## src/rtl/sprite_pkg.sv

```systemverilog
// Shared types, screen constants and per-character palettes for the animated sprite renderer.
package sprite_pkg;

   localparam int SCREEN_W = 640;
   localparam int SCREEN_H = 480;

   typedef enum logic [1:0] {IDLE, PLAY, DONE} anim_state_e;

   typedef struct packed {
      logic [3:0] r;
      logic [3:0] g;
      logic [3:0] b;
   } rgb444_t;

   // 12-bit RGB444 entries; index 0 is the colour-key slot and is never shown.
   localparam logic [11:0] PAL_P1 [8] = '{12'h000, 12'hFC9, 12'h24C, 12'hFFF,
                                          12'h841, 12'hC11, 12'h111, 12'hFE2};
   localparam logic [11:0] PAL_P2 [8] = '{12'h000, 12'hEB8, 12'hC22, 12'hFFF,
                                          12'h321, 12'h282, 12'h111, 12'h99F};

endpackage

```

## src/rtl/sprite_palette.sv

```systemverilog
// Combinational palette index to RGB444 lookup; PALETTE_SEL picks player 1 or player 2 colours.
module sprite_palette
   import sprite_pkg::*;
#(
   parameter int IDX_W       = 3,
   parameter int PALETTE_SEL = 0
)(
   input  logic [IDX_W-1:0] idx,
   output rgb444_t          rgb
);

   localparam int N_ENT = 1 << IDX_W;

   rgb444_t lut [N_ENT];

   // Wider index spaces repeat the 8-entry base palette.
   genvar gi;
   for (gi = 0; gi < N_ENT; gi++) begin : g_lut
      assign lut[gi] = (PALETTE_SEL == 0) ? rgb444_t'(PAL_P1[gi % 8]) : rgb444_t'(PAL_P2[gi % 8]);
   end

   assign rgb = lut[idx];

endmodule

```

## src/rtl/sprite_anim_renderer.sv

```systemverilog
// Animated, flippable, colour-keyed sprite renderer with a 2-cycle pixel pipeline.
// Optional debug outline around the sprite box when SPRITE_BBOX_EN is defined.
module sprite_anim_renderer
   import sprite_pkg::*;
#(
   parameter int SPR_W       = 40,
   parameter int SPR_H       = 50,
   parameter int FRAMES      = 4,
   parameter int IDX_W       = 3,
   parameter int TRANSP_IDX  = 0,
   parameter int FRAME_HOLD  = 8,
   parameter int PALETTE_SEL = 0,
   parameter int ADDR_W      = $clog2(FRAMES*SPR_W*SPR_H)
)(
   input  logic              vga_clk,
   input  logic              reset,
   input  logic [9:0]        DrawX,
   input  logic [9:0]        DrawY,
   input  logic [9:0]        CharX,
   input  logic [9:0]        CharY,
   input  logic              blank,
   input  logic              frame_tick,
   input  logic              anim_en,
   input  logic              one_shot,
   input  logic              flip_h,
   output logic [ADDR_W-1:0] rom_addr,
   input  logic [IDX_W-1:0]  rom_q,
   output logic [3:0]        red_out,
   output logic [3:0]        green_out,
   output logic [3:0]        blue_out,
   output logic              active,
   output logic              anim_done
);

   localparam int         FRAME_SZ   = SPR_W * SPR_H;
   localparam logic [3:0] LAST_FRAME = 4'(FRAMES - 1);
   localparam logic [7:0] LAST_HOLD  = 8'(FRAME_HOLD - 1);

   anim_state_e state_reg, state_next;
   logic [3:0]  frame_reg, frame_next;
   logic [7:0]  hold_reg, hold_next;
   logic        one_shot_reg, one_shot_next;

   always_ff @(posedge vga_clk) begin
      if (reset) begin
         state_reg    <= IDLE;
         frame_reg    <= '0;
         hold_reg     <= '0;
         one_shot_reg <= 1'b0;
      end else begin
         state_reg    <= state_next;
         frame_reg    <= frame_next;
         hold_reg     <= hold_next;
         one_shot_reg <= one_shot_next;
      end
   end

   // Frame only moves on frame_tick; dropping anim_en is the sole immediate rewind.
   always_comb begin
      state_next    = state_reg;
      frame_next    = frame_reg;
      hold_next     = hold_reg;
      one_shot_next = one_shot_reg;
      if (!anim_en) begin
         state_next = IDLE;
         frame_next = '0;
         hold_next  = '0;
      end else begin
         case (state_reg)
            IDLE: begin
               state_next    = PLAY;
               frame_next    = '0;
               hold_next     = '0;
               one_shot_next = one_shot;
            end
            PLAY: begin
               if (frame_tick) begin
                  if (hold_reg == LAST_HOLD) begin
                     hold_next = '0;
                     if (frame_reg == LAST_FRAME) begin
                        if (one_shot_reg) state_next = DONE;
                        else              frame_next = '0;
                     end else begin
                        frame_next = frame_reg + 4'd1;
                     end
                  end else begin
                     hold_next = hold_reg + 8'd1;
                  end
               end
            end
            DONE:    frame_next = LAST_FRAME;
            default: state_next = IDLE;
         endcase
      end
   end

   always_comb begin
      anim_done = (state_reg == DONE);
   end

   // 11-bit compares so a sprite hanging off the right/bottom edge never wraps.
   logic [10:0] dx, dy, cx, cy, sx, sy, col;
   logic        hit;

   assign dx  = {1'b0, DrawX};
   assign dy  = {1'b0, DrawY};
   assign cx  = {1'b0, CharX};
   assign cy  = {1'b0, CharY};
   assign hit = (dx >= cx) && (dx < cx + 11'(SPR_W)) && (dy >= cy) && (dy < cy + 11'(SPR_H));
   assign sx  = dx - cx;
   assign sy  = dy - cy;
   assign col = flip_h ? (11'(SPR_W - 1) - sx) : sx;

   assign rom_addr = ADDR_W'(32'(frame_reg) * 32'(FRAME_SZ) + 32'(sy) * 32'(SPR_W) + 32'(col));

   logic    valid1_reg;
   logic    outline;
   rgb444_t pix_rgb;
   rgb444_t rgb_next;
   logic    active_next;

   sprite_palette #(
      .IDX_W       (IDX_W),
      .PALETTE_SEL (PALETTE_SEL)
   ) u_palette (
      .idx (rom_q),
      .rgb (pix_rgb)
   );

`ifdef SPRITE_BBOX_EN
   logic edge_reg;

   always_ff @(posedge vga_clk) begin
      if (reset) edge_reg <= 1'b0;
      else       edge_reg <= hit && ((sx == 11'd0) || (sx == 11'(SPR_W - 1)) ||
                                     (sy == 11'd0) || (sy == 11'(SPR_H - 1)));
   end

   assign outline = valid1_reg && edge_reg;
`else
   assign outline = 1'b0;
`endif

   always_comb begin
      rgb_next    = '0;
      active_next = 1'b0;
      if (outline) begin
         rgb_next    = rgb444_t'(12'hF00);
         active_next = 1'b1;
      end else if (valid1_reg && (rom_q != IDX_W'(TRANSP_IDX))) begin
         rgb_next    = pix_rgb;
         active_next = 1'b1;
      end
   end

   always_ff @(posedge vga_clk) begin
      if (reset) begin
         valid1_reg <= 1'b0;
         red_out    <= '0;
         green_out  <= '0;
         blue_out   <= '0;
         active     <= 1'b0;
      end else begin
         valid1_reg <= hit && blank;
         red_out    <= rgb_next.r;
         green_out  <= rgb_next.g;
         blue_out   <= rgb_next.b;
         active     <= active_next;
      end
   end

endmodule

```

## config.mk

```make
export PLATFORM = sky130hd
export DESIGN_NAME = sprite_anim_renderer
export DESIGN_NICKNAME = d
export VERILOG_FILES = /design/src/rtl/sprite_pkg.sv /design/src/rtl/sprite_palette.sv /design/src/rtl/sprite_anim_renderer.sv
export SDC_FILE = /design/constraint.sdc
export NUM_CORES = 1
export LEC_CHECK = 0
export BUFFER_PORTS_ARGS = -buffer_cell sky130_fd_sc_hd__buf_2
export CAP_MARGIN = 25
export CORE_ASPECT_RATIO = 1.1
export CORE_UTILIZATION = 25
export DETAILED_ROUTE_END_ITERATION = 12
export PLACE_DENSITY = 0.38
export SYNTH_ARGS = -nofsm -noshare
export SYNTH_HDL_FRONTEND = slang
export SYNTH_HIERARCHICAL = 1
export SYNTH_SLANG_ARGS = --single-unit
export TNS_END_PERCENT = 50
```

## constraint.sdc

```tcl
create_clock -name vga_clk -period 9.55 [get_ports vga_clk]
set_input_delay 0 -clock vga_clk [delete_from_list [all_inputs] [get_ports vga_clk]]
set_output_delay 0 -clock vga_clk [all_outputs]
set_load 0.05 [all_outputs]
```

Yosys cells after proc, flatten, opt, wreduce, memory -nomap -nowiden. Memories as Yosys holds them, arrays and structs flattened. A register that Yosys moved wholly into a read port is not among the register bits. Cells that the tools add are included.

Muxes and demuxes: 15. Eq/ne operators: 9. Bitwise logic cells: 4. Multipliers: 2. Reductions and logical operators: 15. Add/subtract/negate cells: 9. Magnitude comparators: 4.

Operators with widths (number): $add A10 B6 Y11 const B (2); $lt A10 B11 Y1 (2); $sub A10 B10 Y11 (2); $ge A10 B10 Y1 (2); $mux W4 (4); $mux W8 (2); $pmux W8 S2 (1); $add A13 B11 Y13 (1); $add A13 B13 Y13 (1); $pmux W4 S3 (1); $mul A11 B3 Y10 const B (1); $mux W11 (1); $sub A6 B11 Y11 const A (1); $mul A4 B7 Y9 const B (1); $add A8 B1 Y8 const B (1); $eq A8 B3 Y1 const B (1); $mux W2 (4); $ne A2 B2 Y1 const B (4); $pmux W2 S3 (1); $reduce_bool A3 Y1 (2); $logic_and A1 B1 Y1 (5); $reduce_and A5 Y1 (1); $add A4 B1 Y4 const B (1); $eq A4 B2 Y1 const B (1); other kinds (11) (15).

Input bits: 50. Output and inout port bits: 27. Memories kept: 1. Bits in read-only memories: 96. Bits in registers: 17. Word-level logic and storage cells: 65.

Memories: (no name shown) (depth 8, bits a word 12, rd ports 1, clocked after Yosys merged registers in 1, write ports 0, line sprite_palette.sv:22) `assign rgb = lut[idx];`.

Depth between registers and ports, before layout. Gate-level depths: netlist (run 1).

Word-level depth: 6. Depth in mapped cells: 23. Gate-level depth less buffers: 23.

Hierarchy. The synthesis (run 1) kept the hierarchy.

By module, submodules not included: sprite_anim_renderer (area each 4096.4 um2, cells an instance 492, sequential area each 580.6 um2, times used 1); sprite_palette (area each 161.4 um2, cells an instance 21, sequential area each 0.0 um2, times used 1).

Worst setup path before layout (run 1). Ideal clock, no wire load.

Kind: register -> output. Start: register frame_reg[1]. End: output rom_addr[12]. Stages on the path, launching flop included: 17. Setup slack: 4918 ps. Data arrival time: 4632 ps. Required time: 9550 ps. Buffers on the path: 0. Cell sequence: dfxtp_1 > fa_1 > inv_1 > fa_1 > inv_1 > ha_1 > nor2b_1 > o21ai_0 > nand2_1 > fa_1 > inv_1 > ha_1 > or2_2 > a21oi_1 > a21oi_1 > xor2_1 > xor2_1.

Longest elaborated chain between the ends: 3.

Ends and longest elaborated chain: start: declaration (line sprite_anim_renderer.sv:40) `logic [3:0] frame_reg, frame_next;`; start signal: assignment (line sprite_anim_renderer.sv:52) `frame_reg <= frame_next;`; $mul A4 B7 Y9 (line sprite_anim_renderer.sv:114) `assign rom_addr = ADDR_W'(32'(frame_reg) * 32'(FRAME_SZ) + 32'(sy) * 32'(SPR_W) + 32'(col));`; $add A13 B13 Y13 (line sprite_anim_renderer.sv:114); $add A13 B11 Y13 (line sprite_anim_renderer.sv:114); end: declaration (line sprite_anim_renderer.sv:26) `output logic [ADDR_W-1:0] rom_addr,`.

No other way between the ends.

Worst setup path after layout (run 1). Same ends and word-level chain as after synthesis.

==> metrics, run 1 <==
GR Overflow Total=0; Least-Margin Pin Slew=between 500 and 600 ps; worst vdd ir=279 uV; clock tree sinks=29; HP Start=rom_q[0]; CP top delay family=adder cells; RSZ-0062 raised after global routing=false; internal power=0.590 mW; initial drt markers=~110; most common cell after layout, fill and taps aside=ha_1; Final Cycle Share=between 50% and 60%; final setup fails=0; pwr/cell area=approximately 270 mW/mm^2; clk_lat worst skew=270 ps; switch share=a little under three fifths; wl on met1=approximately 4600 um; CTS tree=built; metal2 WL=about 5000 um; PnR worst setup slack=roughly 4700 ps; post-synthesis cell type count=59; Worst R2R Path Depth=7; layout cells sized above 1=16.7%; Slowest-stage cell, CP=fa_1; Slew Limit Fails=0; Initial Util=between 20% and 30%; post-DP HPWL=~8700 um; relative slew slack=62.1%; root buffer cell=clkbuf_16; FF+latch count, synth=29; WP data required=9550 ps; max-cap viol count=0; wire per inst=12.4 um; Seq pwr share=a little under a tenth; number of diodes=0; R2R Path Start=state_reg[1]; cells along the critical path=fa_1 -> inv_1 -> fa_1 -> inv_1 -> ha_1 -> nor2b_1 -> o21ai_0 -> nand2_1 -> fa_1 -> inv_1 -> ha_1 -> or2_2 -> a21oi_1 -> a21oi_1 -> xor2_1 -> xor2_1 -> buf_2; Clock transition at path regs=~50 ps; P_sw=roughly 0.76 mW; first-pass GRT wire length=17300 um; die width=~130 um; max reg flops=8; DRC violations left=0; Placer Congestion=0.785; vias in the first global route=~3800; drt pass-1 iters=4; crit path max fanout=7; setup TNS=0 ps; # rows=between 40 and 50; R2R Setup Slk=between 7000 and 8000 ps; maximum clock path buffer count=2; PortBufs=between 70 and 80; outcome=finished clean; wirelength, routed=9860 um; initial antenna violation count=0; Layout Nets=~740; pin count of the biggest net entering global routing=14; EDFF count, synth=0; Hold Crit Class=in2reg; Critical Path Sink=rom_addr[12]; # H-tree levels=2; reg-to-reg endpoint=frame_reg[3]; CP Class=reg2out; slowest cell delay on critical path=~700 ps; Setup crit start=frame_reg[1]; area delta synth->final=19.3%; Die ar.=roughly 0.018 mm^2; total CTS buffers=5; critical path depth=17; most frequent cells in the layout=ha_1 (82), inv_1 (76), buf_2 (76); Synth Area per Inst=8.30 um^2; Design Area, Final=0.00508 mm^2; drt via density=approximately 4.5; Buffers & Inverters on Critical Path=4; Post-Place Worst Slack=around 4900 ps; Syn Std Cell Area=around 0.0043 mm^2; Mapped Nets=approximately 660; worst clock skew=roughly 4.5 ps; minimum clock period=4820 ps; Async S/R FF share, synth=0%; Yosys Warn Count=6; WP data arrival=4820 ps; Clock power frac=15.0%; Core Box Area=0.0165 mm^2; Placed Area=~0.0049 mm^2; DR WL met3=between 150 and 200 um; leakage=roughly 2.5 nW; via count=about 3600; post-CTS setup buffer count=0; Gate power share=roughly three quarters; All-Layer GR Usage=about an eighth; crit end category=primary output; die height=roughly 140 um; DRT antenna net count=0; uppermost layer routed=met4; Max Freq=207 MHz; Final Hold Viols=0; register area share after synthesis=between 10% and 20%; Cells after Synth=roughly 510; critical path launch point type=flop; Synth Flop Type=dfxtp_1; I/O pin count=a little under 80
-- timing repair --
action / 4_1_cts / 5_1_grt
endpoints found under the hold margin: 2 / 0
hold buffers: 3 / 0
resized for setup: 0 / 0
-- synthesized netlist by cell type, drive strengths merged (2+ instances only) --
library cell | number | area share [%]
ha | 82 | 24
inv | 76 | 6.7
nor2 | 37 | 3.3
xnor2 | 36 | 7.4
a21oi | 34 | 4.1
dfxtp | 29 | 14
o21ai | 23 | 3.0
nand2 | 22 | 1.9
xor2 | 19 | 3.9
fa | 17 | 8.0
nor3 | 13 | 1.5
a21o | 12 | 2.1
and2 | 12 | 1.8
nand4 | 9 | 1.3
nand3 | 8 | 1.1
a211oi | 7 | 1.2
nor2b | 7 | 1.2
mux2i | 6 | 1.4
o21a | 6 | 1.1
o21bai | 6 | 1.3
buf | 5 | 0.79
a21boi | 4 | 0.71
nand2b | 4 | 0.76
o22ai | 4 | 0.73
or2 | 3 | 0.44
or3 | 3 | 0.44
a211o | 2 | 0.41
a22oi | 2 | 0.35
a31oi | 2 | 0.29
clkbuf | 2 | 0.18
mux2 | 2 | 0.62
nor4 | 2 | 0.29
o211ai | 2 | 0.35
o31ai | 2 | 0.35
-- per-stage QoR --
stage / hold WS (ps) / power, mW / utilization, % / instances
2_1_floorplan: 69.1 / 0.929 / - / 513
3_3_place_gp: 259 / 1.17 / 29.4 / 786
3_5_place_dp: 258 / 1.18 / 29.4 / 786
4_1_cts: 93.1 / 1.39 / 30.8 / 797
5_1_grt: 92.4 / 1.45 / 30.8 / 798
6_report: 92.0 / 1.35 / 30.8 / 798
-- final cells by class --
| type | instances | area [um^2] |
|---|---|---|
| Multi-Input combinational cell | 401 | 3350 |
| Tap cell | 204 | 255 |
| Clock inverter | 3 | 65.1 |
| Timing Repair Buffer | 80 | 418 |
| Sequential cell | 29 | 581 |
| Clock buffer | 5 | 125 |
| Inverter | 76 | 285 |
| Fill cell | 1795 | 11400 |
-- logic make-up after synthesis --
family	share of synthesized area, %
AND/OR/NAND/NOR	15.2
AO/OA/AOI/OAI	17.6
adder cells (fa/ha/maj)	32.1
buffers and inverters	7.67
XOR/XNOR	11.8
flip-flops	13.6
multiplexers	2.03
-- routing by layer --
metal  vias up  track usage [%]
met3         6             1.00
li1       1908                -
met1      1636             14.5
met5         -                0
met2        43             22.4
met4         0             2.66
-- power by group through the flow --
stage               sequential [mW]  clock, mW  combinational, mW
global route                  0.124      0.215               1.11
detailed placement            0.127          0               1.05
global placement              0.127          0               1.05
finish                        0.124      0.203               1.03
CTS                           0.124      0.210               1.05
floorplan                     0.127          0              0.802
-- worst min path at each step --
stage	to	slack, ps	cells past startpoint
global placement	one_shot_reg	260	2
detailed placement	one_shot_reg	260	2
global route	red_out[2]	90	2
CTS	red_out[2]	90	2
finish	red_out[2]	90	2
floorplan	one_shot_reg	70	1
Power figures use the tool's default switching activity.
==> inputs of run 2 (changes only) <==
--- a/config.mk
+++ b/config.mk
@@ -10,7 +10,7 @@
 export CORE_ASPECT_RATIO = 1.1
 export CORE_UTILIZATION = 25
 export DETAILED_ROUTE_END_ITERATION = 12
-export PLACE_DENSITY = 0.38
+export PLACE_DENSITY = 0.4
 export SYNTH_ARGS = -nofsm -noshare
 export SYNTH_HDL_FRONTEND = slang
 export SYNTH_HIERARCHICAL = 1
==> constraint.sdc (replaced) <==
create_clock -name vga_clk -period 4 [get_ports vga_clk]
set_input_delay 0 -clock vga_clk [delete_from_list [all_inputs] [get_ports vga_clk]]
set_output_delay 0 -clock vga_clk [all_outputs]
set_load 0.05 [all_outputs]
==> metrics, run 2 (synthesis results as in run 1) <==
number of diodes=0 (unchanged); most frequent cells in the layout=buf_4 (109), ha_1 (71), buf_2 (70); initial drt markers=55 (-49%); vias in the first global route=4137 (+9.9%); leakage=3.13 nW (+23%); post-DP HPWL=9280 um (+6.4%); dpl cells=890 (+13%); maximum clock path buffer count=2 (unchanged); worst clock skew=2.98 ps (-1.56 ps); Placer Congestion=0.754 (-3.9%); Util after Layout=38.1% (+7.3 points); # rows=49 (unchanged); via count=4042 (+12%); HP Start=rom_q[0]; Final Cycle Share=107%; total CTS buffers=5 (unchanged); RSZ-0062 raised after global routing=true; Clock transition at path regs=50 ps (about the same); cell depth of the worst hold path=2 (unchanged); R2R Path Start=state_reg[1]; final setup fails=2 (+2); switch share=49.3% (-7.1 points); Final Power=4.22 mW (+210%); internal power=2.14 mW (+260%); pin count of the biggest net entering global routing=14 (unchanged); die height=139 um (unchanged); # H-tree levels=2 (unchanged); max reg flops=8 (unchanged); crit end category=primary output; clk_lat worst skew=280 ps (about the same); DRC violations left=0 (unchanged); fin cells=907 (+14%); layout cells sized above 1=37.1% (+20 points); PnR worst setup slack=-291 ps (-5020 ps); reg-to-reg endpoint=frame_reg[3]; clock tree sinks=29 (unchanged); Clock power frac=11.6% (-3.4 points); Slew Limit Fails=0 (unchanged); CTS tree=built; DRT antenna net count=0 (unchanged); DR WL met3=190 um (+1.6%); wire per inst=11.7 um (-5.2%); drt pass-1 iters=4 (unchanged); Worst R2R Path Depth=7 (unchanged); Least-Margin Pin Slew=536 ps (-27.6 ps); relative slew slack=63.9% (+1.9 points); Hold Crit Class=in2reg; root buffer cell=clkbuf_16; slowest cell delay on critical path=580 ps (-110 ps); cells along the critical path=fa_2 -> inv_2 -> fa_1 -> inv_1 -> ha_4 -> nor2b_4 -> or3_1 -> nand2_1 -> fa_1 -> inv_2 -> ha_4 -> or2_4 -> a21oi_2 -> a21oi_2 -> xor2_2 -> xor2_4 -> buf_6; Die ar.=0.0176 mm^2 (unchanged); initial antenna violation count=0 (unchanged); max-cap viol count=0 (unchanged); critical path launch point type=flop; area delta synth->final=47.5%; worst vdd ir=582 uV (+110%); wirelength, routed=10600 um (+7.8%); PortBufs=76 (unchanged); Initial Util=25.8% (unchanged); most common cell after layout, fill and taps aside=buf_4; WP data required=4000 ps (-5550 ps); drt via density=4.46 (-1.0%); Core Box Area=0.0165 mm^2 (unchanged); die width=126 um (unchanged); R2R Setup Slk=2050 ps (-5490 ps); Layout Nets=851 (+15%); Fill cells=1707 (-4.9%); Max Freq=about 230 MHz; failing checks=negative setup slack; uppermost layer routed=met4; metal2 WL=5750 um (+14%); CP Class=reg2out; pwr/cell area=673 mW/mm^2 (+150%); P_sw=2.08 mW (+170%); wl on met1=4600 um (+0.97%); WHS Endpoint=red_out[2]; minimum clock period=roughly 4300 ps; I/O pin count=77 (unchanged); WP data arrival=4290 ps (-530 ps); Final Hold Viols=0 (unchanged); GR Overflow Total=0 (unchanged); Slowest-stage cell, CP=fa_2; WHS=67.4 ps (-24.6 ps); Seq pwr share=7.0% (-2.2 points); crit path max fanout=2 (-5); Gate power share=81.5% (+5.7 points); outcome=finished with violations; All-Layer GR Usage=12.1% (+0.21 points); first-pass GRT wire length=17800 um (+3.0%)
-- run 2: power by group through the flow --
stage | sequential (mW) | combinational, mW | clock [mW]
2_1_floorplan | 0.304 | 2.06 | 0
3_3_place_gp | 0.301 | 2.96 | 0
3_5_place_dp | 0.301 | 2.98 | 0
4_1_cts | 0.294 | 3.15 | 0.500
5_1_grt | 0.294 | 3.73 | 0.512
6_report | 0.294 | 3.44 | 0.489
-- run 2: timing repair --
action	in CTS	in global routing
gates resized for setup	21	57
pin swaps	14	29
endpoints found under the hold margin	2	0
buffers inserted	0	5
endpoints found under the setup margin	3	5
hold buffers	3	0
-- run 2: how the worst max path moves through the flow --
| stage | start | end | slack (ps) | cells after the start |
|---|---|---|---|---|
| floorplan | frame_reg[3] | rom_addr[12] | -220 | 16 |
| global placement | DrawX[0] | rom_addr[12] | -530 | 25 |
| detailed placement | DrawX[0] | rom_addr[12] | -630 | 25 |
| CTS | frame_reg[1] | rom_addr[12] | -350 | 17 |
| global route | frame_reg[3] | rom_addr[12] | -420 | 17 |
| finish | frame_reg[3] | rom_addr[12] | -290 | 17 |
-- run 2: through the flow --
| step | area [um^2] | TNS (ps) | setup WS, ps |
|---|---|---|---|
| 2_1_floorplan | 4310 | -290 | -220 |
| 3_3_place_gp | 5690 | -852 | -530 |
| 3_5_place_dp | 5690 | -1050 | -633 |
| 4_1_cts | 5960 | -527 | -349 |
| 5_1_grt | 6280 | -773 | -417 |
| 6_report | 6280 | -311 | -291 |
-- run 2: cell type report --
class	instances	area [um^2]	area share, %
clock inverter	3	65.1	1.04
timing repair buffer	189	1280	20.3
multi-input combinational	401	3680	58.7
inverter	76	285	4.54
sequential	29	587	9.34
tap	204	255	4.06
clock buffer	5	125	1.99
-- run 2: critical path, delay by kind of cell (launching register included) --
kind	cells	cell delay (ps)
flip-flops	1	330
AO/OA/AOI/OAI	2	190
adder cells (fa/ha/maj)	5	1920
buffers and inverters	4	350
AND/OR/NAND/NOR	4	780
XOR/XNOR	2	460
-- run 2: layer usage --
layer	up-vias	track usage [%]
met5	-	0
met4	0	2.85
met3	6	1.00
met2	39	24.1
met1	1871	13.6
li1	2126	-
